## src/rtl/multicycle_maindec_if.sv

```systemverilog
// Memory/instruction handshake between the multi-cycle main decoder and the memory/IR side.
// The decoder drives the memory requests; memory and IR supply mem_ready and the opcode.
interface multicycle_maindec_if #(
    parameter int OPW = 4
) ();
    logic [OPW-1:0] op;
    logic           mem_ready;
    logic           memread;
    logic           memwrite;

    modport master (
        input  op,
        input  mem_ready,
        output memread,
        output memwrite
    );

    modport slave (
        output op,
        output mem_ready,
        input  memread,
        input  memwrite
    );
endinterface

```

## src/rtl/multicycle_maindec.sv

```systemverilog
// Multi-cycle main decoder: Moore FSM sequencing fetch/decode/execute/memory/writeback
// for the 4-bit-opcode CPU, with a fixed-length MULT stall and memory handshaking.
module multicycle_maindec #(
    parameter int OPW         = 4,
    parameter int MULT_CYCLES = 4
) (
    input  logic                 clk,
    input  logic                 reset,
    multicycle_maindec_if.master bus,
    output logic                 pcwrite,
    output logic                 irwrite,
    output logic                 regwrite,
    output logic                 regdst,
    output logic                 alusrc,
    output logic                 mem2reg,
    output logic                 branch,
    output logic                 jump,
    output logic                 jumpreg,
    output logic [1:0]           hilo_sel,
    output logic                 hilo_write,
    output logic                 busy,
    output logic                 illegal,
    output logic [3:0]           state_o
);
    localparam int CW = $clog2(MULT_CYCLES + 1);

    typedef enum logic [3:0] {
        S_FETCH  = 4'd0,
        S_DECODE = 4'd1,
        S_EXEC   = 4'd2,
        S_RWB    = 4'd3,
        S_MEMADR = 4'd4,
        S_MEM    = 4'd5,
        S_LWB    = 4'd6,
        S_BRANCH = 4'd7,
        S_JUMP   = 4'd8,
        S_MULT   = 4'd9
    } state_t;

    typedef struct packed {
        logic       pcwrite;
        logic       regwrite;
        logic       regdst;
        logic       alusrc;
        logic       memread;
        logic       memwrite;
        logic       mem2reg;
        logic       branch;
        logic       jump;
        logic       jumpreg;
        logic [1:0] hilo_sel;
        logic       hilo_write;
        logic       busy;
    } ctrl_t;

    state_t        state_r;
    state_t        state_next_s;
    logic [3:0]    op_q_r;
    logic [3:0]    op_q_next_s;
    logic [CW-1:0] count_r;
    logic [CW-1:0] count_next_s;
    ctrl_t         ctrl_r;
    logic          op_hi_s;
    logic          fetch_ack_s;

    function automatic logic [1:0] hilo_for(input logic [3:0] opq);
        logic [1:0] sel;
        case (opq)
            4'h5:    sel = 2'b01;
            4'h6:    sel = 2'b10;
            default: sel = 2'b00;
        endcase
        return sel;
    endfunction

    function automatic ctrl_t moore_ctrl(input state_t st, input logic [3:0] opq,
                                         input logic cnt_zero);
        ctrl_t c;
        c      = '0;
        c.busy = (st != S_FETCH);
        case (st)
            S_FETCH:  c.memread = 1'b1;
            S_DECODE: c.busy = 1'b1;
            S_EXEC: begin
                c.regdst   = 1'b1;
                c.hilo_sel = hilo_for(opq);
            end
            S_RWB: begin
                c.regwrite = 1'b1;
                c.regdst   = 1'b1;
                c.hilo_sel = hilo_for(opq);
            end
            S_MEMADR: c.alusrc = 1'b1;
            S_MEM: begin
                c.alusrc   = 1'b1;
                c.memread  = (opq == 4'h7);
                c.memwrite = (opq == 4'h8);
            end
            S_LWB: begin
                c.regwrite = 1'b1;
                c.mem2reg  = 1'b1;
            end
            S_BRANCH: c.branch = 1'b1;
            S_JUMP: begin
                c.pcwrite = 1'b1;
                c.jump    = (opq == 4'h2);
                c.jumpreg = (opq == 4'h1);
            end
            S_MULT:   c.hilo_write = cnt_zero;
            default:  c = '0;
        endcase
        return c;
    endfunction

    if (OPW > 4) begin : g_wide_op
        assign op_hi_s = |bus.op[OPW-1:4];
    end else begin : g_narrow_op
        assign op_hi_s = 1'b0;
    end

    // A fetch completes only once the registered read request is actually on the bus,
    // so the first cycle after reset release cannot consume a stale mem_ready.
    assign fetch_ack_s = (state_r == S_FETCH) & ctrl_r.memread & bus.mem_ready;

    // Next-state, next opcode latch and MULT countdown.
    always_comb begin
        state_next_s = state_r;
        op_q_next_s  = op_q_r;
        count_next_s = count_r;
        case (state_r)
            S_FETCH: begin
                if (fetch_ack_s) begin
                    state_next_s = S_DECODE;
                end else begin
                    state_next_s = S_FETCH;
                end
            end
            S_DECODE: begin
                op_q_next_s = bus.op[3:0];
                if (op_hi_s) begin
                    state_next_s = S_FETCH;
                end else begin
                    case (bus.op[3:0])
                        4'h0:       state_next_s = S_FETCH;
                        4'h1, 4'h2: state_next_s = S_JUMP;
                        4'h3, 4'h4: state_next_s = S_BRANCH;
                        4'h7, 4'h8: state_next_s = S_MEMADR;
                        4'hD: begin
                            state_next_s = S_MULT;
                            count_next_s = CW'(MULT_CYCLES - 1);
                        end
                        default:    state_next_s = S_EXEC;
                    endcase
                end
            end
            S_EXEC:   state_next_s = S_RWB;
            S_RWB:    state_next_s = S_FETCH;
            S_MEMADR: state_next_s = S_MEM;
            S_MEM: begin
                if (!bus.mem_ready) begin
                    state_next_s = S_MEM;
                end else if (op_q_r == 4'h7) begin
                    state_next_s = S_LWB;
                end else begin
                    state_next_s = S_FETCH;
                end
            end
            S_LWB:    state_next_s = S_FETCH;
            S_BRANCH: state_next_s = S_FETCH;
            S_JUMP:   state_next_s = S_FETCH;
            S_MULT: begin
                if (count_r == '0) begin
                    state_next_s = S_FETCH;
                end else begin
                    count_next_s = count_r - CW'(1);
                end
            end
            default:  state_next_s = S_FETCH;
        endcase
    end

    // State, opcode and counter registers; control outputs are registered from the
    // next state so they stay exactly aligned with state_r.
    always_ff @(posedge clk or negedge reset) begin
        if (!reset) begin
            state_r <= S_FETCH;
            op_q_r  <= 4'h0;
            count_r <= '0;
            ctrl_r  <= '0;
        end else begin
            state_r <= state_next_s;
            op_q_r  <= op_q_next_s;
            count_r <= count_next_s;
            ctrl_r  <= moore_ctrl(state_next_s, op_q_next_s, (count_next_s == '0));
        end
    end

    assign bus.memread  = ctrl_r.memread;
    assign bus.memwrite = ctrl_r.memwrite;
    assign pcwrite      = ctrl_r.pcwrite | fetch_ack_s;
    assign irwrite      = fetch_ack_s;
    assign regwrite     = ctrl_r.regwrite;
    assign regdst       = ctrl_r.regdst;
    assign alusrc       = ctrl_r.alusrc;
    assign mem2reg      = ctrl_r.mem2reg;
    assign branch       = ctrl_r.branch;
    assign jump         = ctrl_r.jump;
    assign jumpreg      = ctrl_r.jumpreg;
    assign hilo_sel     = ctrl_r.hilo_sel;
    assign hilo_write   = ctrl_r.hilo_write;
    assign busy         = ctrl_r.busy;
    assign illegal      = (state_r == S_DECODE) & op_hi_s;
    assign state_o      = state_r;
endmodule

```

## src/flat_wrapper.sv

```systemverilog
// flat-port wrapper written by rule: the top's interface ports become plain ports
module multicycle_maindec_flat 
#(
    parameter int OPW         = 4,
    parameter int MULT_CYCLES = 4
)
  (clk, reset, pcwrite, irwrite, regwrite, regdst, alusrc, mem2reg, branch, jump, jumpreg, hilo_sel, hilo_write, busy, illegal, state_o, bus_op, bus_mem_ready, bus_memread, bus_memwrite);
  multicycle_maindec_if #(.OPW(OPW)) bus_i ();
  input  logic clk;
  input  logic reset;
  output logic pcwrite;
  output logic irwrite;
  output logic regwrite;
  output logic regdst;
  output logic alusrc;
  output logic mem2reg;
  output logic branch;
  output logic jump;
  output logic jumpreg;
  output logic [1:0] hilo_sel;
  output logic hilo_write;
  output logic busy;
  output logic illegal;
  output logic [3:0] state_o;
  input wire logic [$bits(bus_i.op)-1:0] bus_op;
  input wire logic [$bits(bus_i.mem_ready)-1:0] bus_mem_ready;
  output wire logic [$bits(bus_i.memread)-1:0] bus_memread;
  output wire logic [$bits(bus_i.memwrite)-1:0] bus_memwrite;
  assign bus_i.op = bus_op;
  assign bus_i.mem_ready = bus_mem_ready;
  assign bus_memread = bus_i.memread;
  assign bus_memwrite = bus_i.memwrite;
  multicycle_maindec #(.OPW(OPW), .MULT_CYCLES(MULT_CYCLES)) u_core (.clk(clk), .reset(reset), .bus(bus_i), .pcwrite(pcwrite), .irwrite(irwrite), .regwrite(regwrite), .regdst(regdst), .alusrc(alusrc), .mem2reg(mem2reg), .branch(branch), .jump(jump), .jumpreg(jumpreg), .hilo_sel(hilo_sel), .hilo_write(hilo_write), .busy(busy), .illegal(illegal), .state_o(state_o));
endmodule
```

## config.mk

```make
export PLATFORM = sky130hd
export DESIGN_NAME = multicycle_maindec_flat
export DESIGN_NICKNAME = d
export VERILOG_FILES = /design/src/rtl/multicycle_maindec_if.sv /design/src/rtl/multicycle_maindec.sv /design/src/flat_wrapper.sv
export SDC_FILE = /design/constraint.sdc
export NUM_CORES = 1
export LEC_CHECK = 0
export BUFFER_PORTS_ARGS = -buffer_cell sky130_fd_sc_hd__buf_2
export CAP_MARGIN = 20
export CORE_ASPECT_RATIO = 1.25
export CORE_MARGIN = 2
export CORE_UTILIZATION = 30
export CTS_CLUSTER_DIAMETER = 100
export DETAILED_ROUTE_END_ITERATION = 10
export GPL_TIMING_DRIVEN = 0
export PLACE_DENSITY_LB_ADDON = 0.12
export SLEW_MARGIN = 10
export SYNTH_ARGS = -nofsm -noshare
export SYNTH_HDL_FRONTEND = slang
export SYNTH_SLANG_ARGS = --single-unit
export TNS_END_PERCENT = 5
```

## constraint.sdc

```tcl
create_clock -name clk -period 4.4 [get_ports clk]
set_input_delay 0.22 -clock clk [delete_from_list [all_inputs] [get_ports clk]]
set_output_delay 0.22 -clock clk [all_outputs]
set_load 0.01 [all_outputs]
```

==> qor.csv, run 1 <==
stage;metric;value;unit
pwr;power.leakage;0.7689;nW
floorplan;rows;26;
critical_path;path_class;reg -> reg;
sta;max_freq;0.4655;GHz
pwr;power.internal;0.5269;mW
global_routing;met1_usage;0.1770;
hold_path;hold_path_end;u_core.mem2reg;
layout;instances_no_fill;219;
hold_path;hp-class;in -> reg;
layout;post-route-util;0.3767;
floorplan;core;4131;µm²
layout;syn_to_final_growth;18.59;%
placed_design;gp_congestion;0.8164;
clock_network;cts_max_path_buffers;2;
synthesis;yosys_warnings;0;
sta;fin_tns_setup;0;ns
sta;hold_viol_final;0;
synthesis;synth_largest_area_cell;dfrtp_1;
route;ant_nets;0;
critical_path;cp.required;4.56;ns
sta;clock_skew;0.002336;ns
synthesis;synth_seq_cells;25;
clock_network;cts_hold_buf;1;
clock_network;cts_setup_buffers;0;
critical_path;path_buf_inv;2;
sta;fin_crit;2.148;ns
pwr;pwr-share-clk;0.159;
sta;finalMaxSlewViolations;0;
global_routing;grt_start_max_net_pins;26;
pwr;switching_share;0.4068;
layout;nets;173;
route;vias_per_cell;4.785;
pwr;seqPwrFrac;0.400;
global_routing;grt_busiest_layer;met2;
placed_design;post-place-cells;214;
global_routing;gr-total-overflow;0;
synthesis;netlist-cell-type-count;46;
outcome;outcome;finished clean;
critical_path;r2r-start;u_core.count_r[0];
route;drc_errors;0;
placed_design;io_buffer_count;23;
pwr;combPwrFrac;0.440;
critical_path;worst_path_max_delay_cell;dfrtp_1;
critical_path;cp-start-kind;flop;
route;vias;1048;
synthesis;yosys-top-cells-count;dfrtp_1, nand2_1, inv_1;
clock_network;clkSinkCount;25;
clock_network;cts_tree;done;
synthesis;async_flop_share;1.000;
pwr;p_switching;0.3614;mW
critical_path;path_delay_family;simple AND/OR/NAND/NOR gates;
pwr;power.density;570.7;nW/µm²
flow_run;cap_viol_max_count;0;
pwr;vdd_drop_max;0.0002291;V
hold_path;hp-start;bus_mem_ready;
floorplan;die_h;77.95;µm
floorplan;io_pins;27;
clock_network;cts_made_buffers;3;
critical_path;max_stage_delay;0.42;ns
clock_network;cts.clk_slew.worst_paths;0.09;ns
clock_network;clock_tree.root_cell;clkbuf_8;
hold_path;hold_depth;2;
synthesis;synth_area_per_cell;9.722;µm²
route;dr.pass1.iters;4;
layout;drive_above_1_share;0.2638;
synthesis;synth_top_area_frac;0.4766;
synthesis;synth.yosys.seq_area_share;0.4766;
synthesis;ys.flop_type;dfrtp_1;
sta;tightest_slew;0.5752;ns
global_routing;antenna_found_initial;0;
clock_network;cts.repair.resized;0;
critical_path;rrSetupSlack;2.25;ns
synthesis;synth_cells;135;
synthesis;synth_most_common_cell;dfrtp_1;
synthesis;synth_edf_count;0;
layout;antennaDiodeCount;0;
floorplan;die_x;63.16;µm
global_routing;grt_pass1_vias;1042;
sta;setup_viol;0;
clock_network;worstSkewPairLatency;0.27;ns
critical_path;r2r_cells;8;
synthesis;syn-num-nets;144;
floorplan;start_util;0.3177;
clock_network;cts-htree-levels;1;
synthesis;synthTopCellsByArea;dfrtp_1, nand2_1, nor4_1;
floorplan;fp.dieArea;4923;µm²
sta;fin_crit_sh;0.4882;
global_routing;grtUsageMet3;0.01884;
critical_path;r2r_end;u_core.busy;
placed_design;post-dp-hpwl;2.112;mm
route;wl;2.882;mm
global_routing;gr-usage-met2;0.2000;
route;wl_per_cell;13.16;µm
synthesis;syn_area;1313;µm²
route;first_iter_violations;15;
sta;rsz0062_at_grt;false;
critical_path;cp_data_arrival_time;2.31;ns
critical_path;crit_fanout;7;
critical_path;crit_chain;inv_1, ha_1, nand2b_1, and3_4, buf_6, or3_4, or2_4, or3_1;
sta;slew_headroom;0.6156;
global_routing;grt_pass1_wl;5.037;mm
critical_path;crit_path_end_kind;flop;
global_routing;grtUsageTotal;0.1299;
cells by family (layout without fill, tap and decap cells):
group           count (synthesis)  after routing  share of synthesized area
xor+xnor                        1              1                   0.006674
simple gates                   63             63                     0.3032
compound gates                 24             24                     0.1163
other cells                     1              1                   0.002857
fa+ha+maj                       2              2                    0.01906
buf+inv                        19             47                    0.07531
flops                          25             25                     0.4766
placed cells by master (no fill, tap or decap), drive strengths merged, types with 2 or more instances in the layout:
cell,netlist,routed
nor2,5,5
o21ai,6,6
nand2b,5,5
clkbuf,2,5
and2,2,2
nand4b,3,3
nand2,15,15
ha,2,2
and3,2,2
or3,3,3
nor4b,4,4
nor3,2,2
nor2b,3,3
nor4,6,6
dfrtp,25,25
buf,9,32
a31oi,3,3
inv,8,8
a21oi,6,6
nand3,3,3
nor3b,4,4
metal layers:
layer  vias up  share of wire
met4         0          0.022
met1       481           0.48
met5         -              0
met2        31           0.46
li1        529              -
met3         7          0.041
how the worst max path moves through the flow:
stage	from	to	slack [ns]	cells past startpoint
after global routing	u_core.state_o[1]	u_core.hilo_write	2.15	5
after CTS	u_core.count_r[0]	u_core.busy	2.24	8
after global placement	u_core.count_r[0]	u_core.busy	2.25	8
after floorplan	u_core.count_r[0]	u_core.busy	2.37	8
after detailed placement	u_core.count_r[0]	u_core.busy	2.25	8
final	u_core.count_r[0]	u_core.busy	2.25	8
flip-flops by register name, summed over array words and instances, names as in the netlist:
| name | flops |
|---|---|
| u_core.jump | 1 |
| u_core.op_q_r | 4 |
| u_core.bus.memwrite | 1 |
| u_core.hilo_write | 1 |
| u_core.bus.memread | 1 |
| u_core.regdst | 1 |
| u_core.regwrite | 1 |
| u_core.count_r | 3 |
| u_core.ctrl_r | 1 |
| u_core.hilo_sel | 2 |
| u_core.busy | 1 |
| u_core.branch | 1 |
| u_core.jumpreg | 1 |
| u_core.state_o | 4 |
| u_core.alusrc | 1 |
| u_core.mem2reg | 1 |
per-stage QoR:
step                      area, µm²  setup slack (ns)  hold slack, ns  power, mW
after floorplan                1313             2.370        -0.07559     0.6307
after global placement         1498             2.247          0.2362     0.7528
after detailed placement       1498             2.250          0.2464     0.7550
after CTS                      1556             2.237          0.1989     0.8999
after global routing           1556             2.154          0.2244     0.9708
final                          1556             2.252          0.2041     0.8882
final cells by class:
type	instances	area [µm²]
clock buffers	3	41.29
flip-flops and latches	25	625.6
fillers	426	2575
plain buffers	11	68.82
clock inverters	1	7.507
inverters	8	30.03
multi-input cells	91	588.1
well taps	56	70.07
repair buffers	24	125.1
power by group through the flow:
stage,clock network (mW),registers (mW),logic (mW)
final,0.142,0.356,0.391
after detailed placement,0,0.360,0.395
after CTS,0.147,0.355,0.398
after global routing,0.158,0.366,0.447
after global placement,0,0.357,0.396
after floorplan,0,0.368,0.262
No activity file was read; power rests on OpenSTA's default activity.
==> run 2: changes to the inputs <==
Clock period 4.4 ns to 1.8 ns, I/O delays scaled along.
==> qor.csv, run 2 (synthesis gave the netlist of run 1 again) <==
stage;metric;value;unit;change
route;drc_errors;0;;unchanged
sta;hold_viol_final;0;;unchanged
clock_network;cts_max_path_buffers;2;;unchanged
sta;fin_tns_setup;-0.6152;ns;-0.6152 ns
sta;fin_crit_sh;1.067;;+0.5787
pwr;power.leakage;0.8830;nW;+15%
pwr;power.density;1472;nW/µm²;+160%
clock_network;cts.clk_slew.worst_paths;0.09;ns;about the same
outcome;outcome;complete, but fails checks;;
hold_path;hold_depth;2;;unchanged
placed_design;post-dp-hpwl;2.251;mm;+6.6%
route;ant_nets;0;;unchanged
layout;nets;194;;+12%
layout;layout_commonest_cell;buf_2;;
floorplan;die_x;63.16;µm;unchanged
floorplan;start_util;0.3177;;unchanged
flow_run;cap_viol_max_count;0;;unchanged
sta;finalMaxSlewViolations;0;;unchanged
sta;setup_viol;9;;+9
critical_path;cp_data_arrival_time;2.08;ns;-0.23 ns
floorplan;core;4131;µm²;unchanged
global_routing;antenna_found_initial;0;;unchanged
critical_path;r2r_cells;5;;-3
route;dr.pass1.iters;4;;unchanged
global_routing;gr-total-overflow;0;;unchanged
sta;fin_crit;1.921;ns;-0.2277 ns
layout;antennaDiodeCount;0;;unchanged
critical_path;crit_fanout;7;;unchanged
clock_network;cts-htree-levels;1;;unchanged
route;vias;1180;;+13%
placed_design;gp_congestion;0.8101;;-0.77%
critical_path;path_class;reg -> reg;;
clock_network;worstSkewPairLatency;0.27;ns;about the same
sta;max_freq;0.5207;GHz;+12%
layout;regArea;629.4;µm²;+0.60%
layout;post-route-util;0.4412;;+0.06451
layout;fillers;404;;-5.2%
critical_path;crit_path_end_kind;flop;;
clock_network;clkSinkCount;25;;unchanged
placed_design;post-place-cells;214;;unchanged
layout;multi_input_area;674.4;µm²;+15%
sta;worst_slack;-0.1206;ns;-2.372 ns
route;met1_length;1.350;mm;-2.4%
clock_network;cts_made_buffers;3;;unchanged
hold_path;hp-class;in -> reg;;
floorplan;die_h;77.95;µm;unchanged
sta;tightest_slew;0.5642;ns;-0.01092 ns
global_routing;grt_start_max_net_pins;26;;unchanged
sta;rsz0062_at_grt;true;;
pwr;vdd_drop_max;0.0005255;V;+130%
clock_network;cts_tree;done;;
route;wl_met2;1.707;mm;+30%
sta;clock_skew;0.002283;ns;-0.00005307 ns
floorplan;rows;26;;unchanged
placed_design;io_buffer_count;23;;unchanged
route;first_iter_violations;56;;+41
outcome;violations;negative setup slack;;
layout;final_cell_mix;buf_2, buf_4, dfrtp_1;;
route;highest_layer;met4;;
critical_path;cp.required;1.96;ns;-2.60 ns
layout;syn_to_final_growth;38.89;%;
clock_network;clock_tree.root_cell;clkbuf_8;;
global_routing;grt_pass1_wl;5.085;mm;+0.95%
critical_path;cp-start-kind;flop;;
sta;slew_headroom;0.6238;;+0.008283
placed_design;place_area;1500;µm²;+0.17%
route;dr_wl_met3;106;µm;-9.4%
route;vias_per_cell;4.917;;+2.7%
global_routing;grtUsageTotal;0.1311;;+0.001160
floorplan;fp.dieArea;4923;µm²;unchanged
global_routing;grt_pass1_vias;1115;;+7.0%
layout;instances_no_fill;240;;+9.6%
layout;fin_area;1823;µm²;+17%
route;wl;3.233;mm;+12%
floorplan;io_pins;27;;unchanged
layout;drive_above_1_share;0.4402;;+0.1764
route;wl_per_cell;13.47;µm;+2.4%
## run 2: path summary, 6_finish.rpt
| path | end | start | slack [ns] |
|---|---|---|---|
| hold / removal | u_core.mem2reg | bus_mem_ready | 0.09 |
| min in group asynchronous | u_core.count_r[0] | reset | 0.34 |
| setup reg to reg | u_core.busy | u_core.state_o[0] | -0.12 |
| setup / recovery | u_core.busy | u_core.state_o[0] | -0.12 |
| hold reg to reg | u_core.op_q_r[3] | u_core.op_q_r[3] | 0.55 |
| max in group asynchronous | u_core.state_o[0] | reset | 1.05 |
## run 2: stage by stage
stage                     power (mW)  hold slack [ns]  setup WS, ns
after floorplan                1.544          -0.2056       -0.2044
after global placement         1.846           0.1119       -0.3213
after detailed placement       1.859           0.1225       -0.3243
after CTS                      2.474          0.09364       -0.2169
after global routing           2.874           0.1115       -0.2113
final                          2.684          0.09455       -0.1206
## run 2: where the power goes
| group | internal, mW | switching (mW) |
|---|---|---|
| Sequential | 0.734 | 0.153 |
| Combinational | 0.742 | 0.701 |
| Clock | 0.157 | 0.196 |
| Total | 1.63 | 1.05 |
## run 2: routing by layer
metal	global-route usage	vias up
li1	-	572
met3	0.02174	9
met2	0.2330	29
met4	0.05556	0
met5	0	-
met1	0.1541	570
## run 2: worst max-delay path: stages (launching register included)
cell,delay [ns]
dfrtp_2,0.46
nor4b_4,0.16
and4_1,0.21
or3_4,0.41
or2_4,0.27
or3_1,0.30
## run 2: cell type report
| cell class | count | area share |
|---|---|---|
| tap | 56 | 0.03844 |
| clock buffer | 3 | 0.02265 |
| sequential | 25 | 0.3452 |
| multi-input combinational | 91 | 0.3699 |
| buffer | 10 | 0.03706 |
| timing repair buffer | 46 | 0.1661 |
| inverter | 8 | 0.01647 |
| clock inverter | 1 | 0.004118 |
## run 2: timing repair
item                                    in CTS  in global routing
endpoints found under the setup margin      11                 12
gates resized for setup                     14                  8
buffers inserted                            11                 11
hold buffers                                 1                  0
hold endpoints to repair                    25                  0
pin swaps                                   11                  6
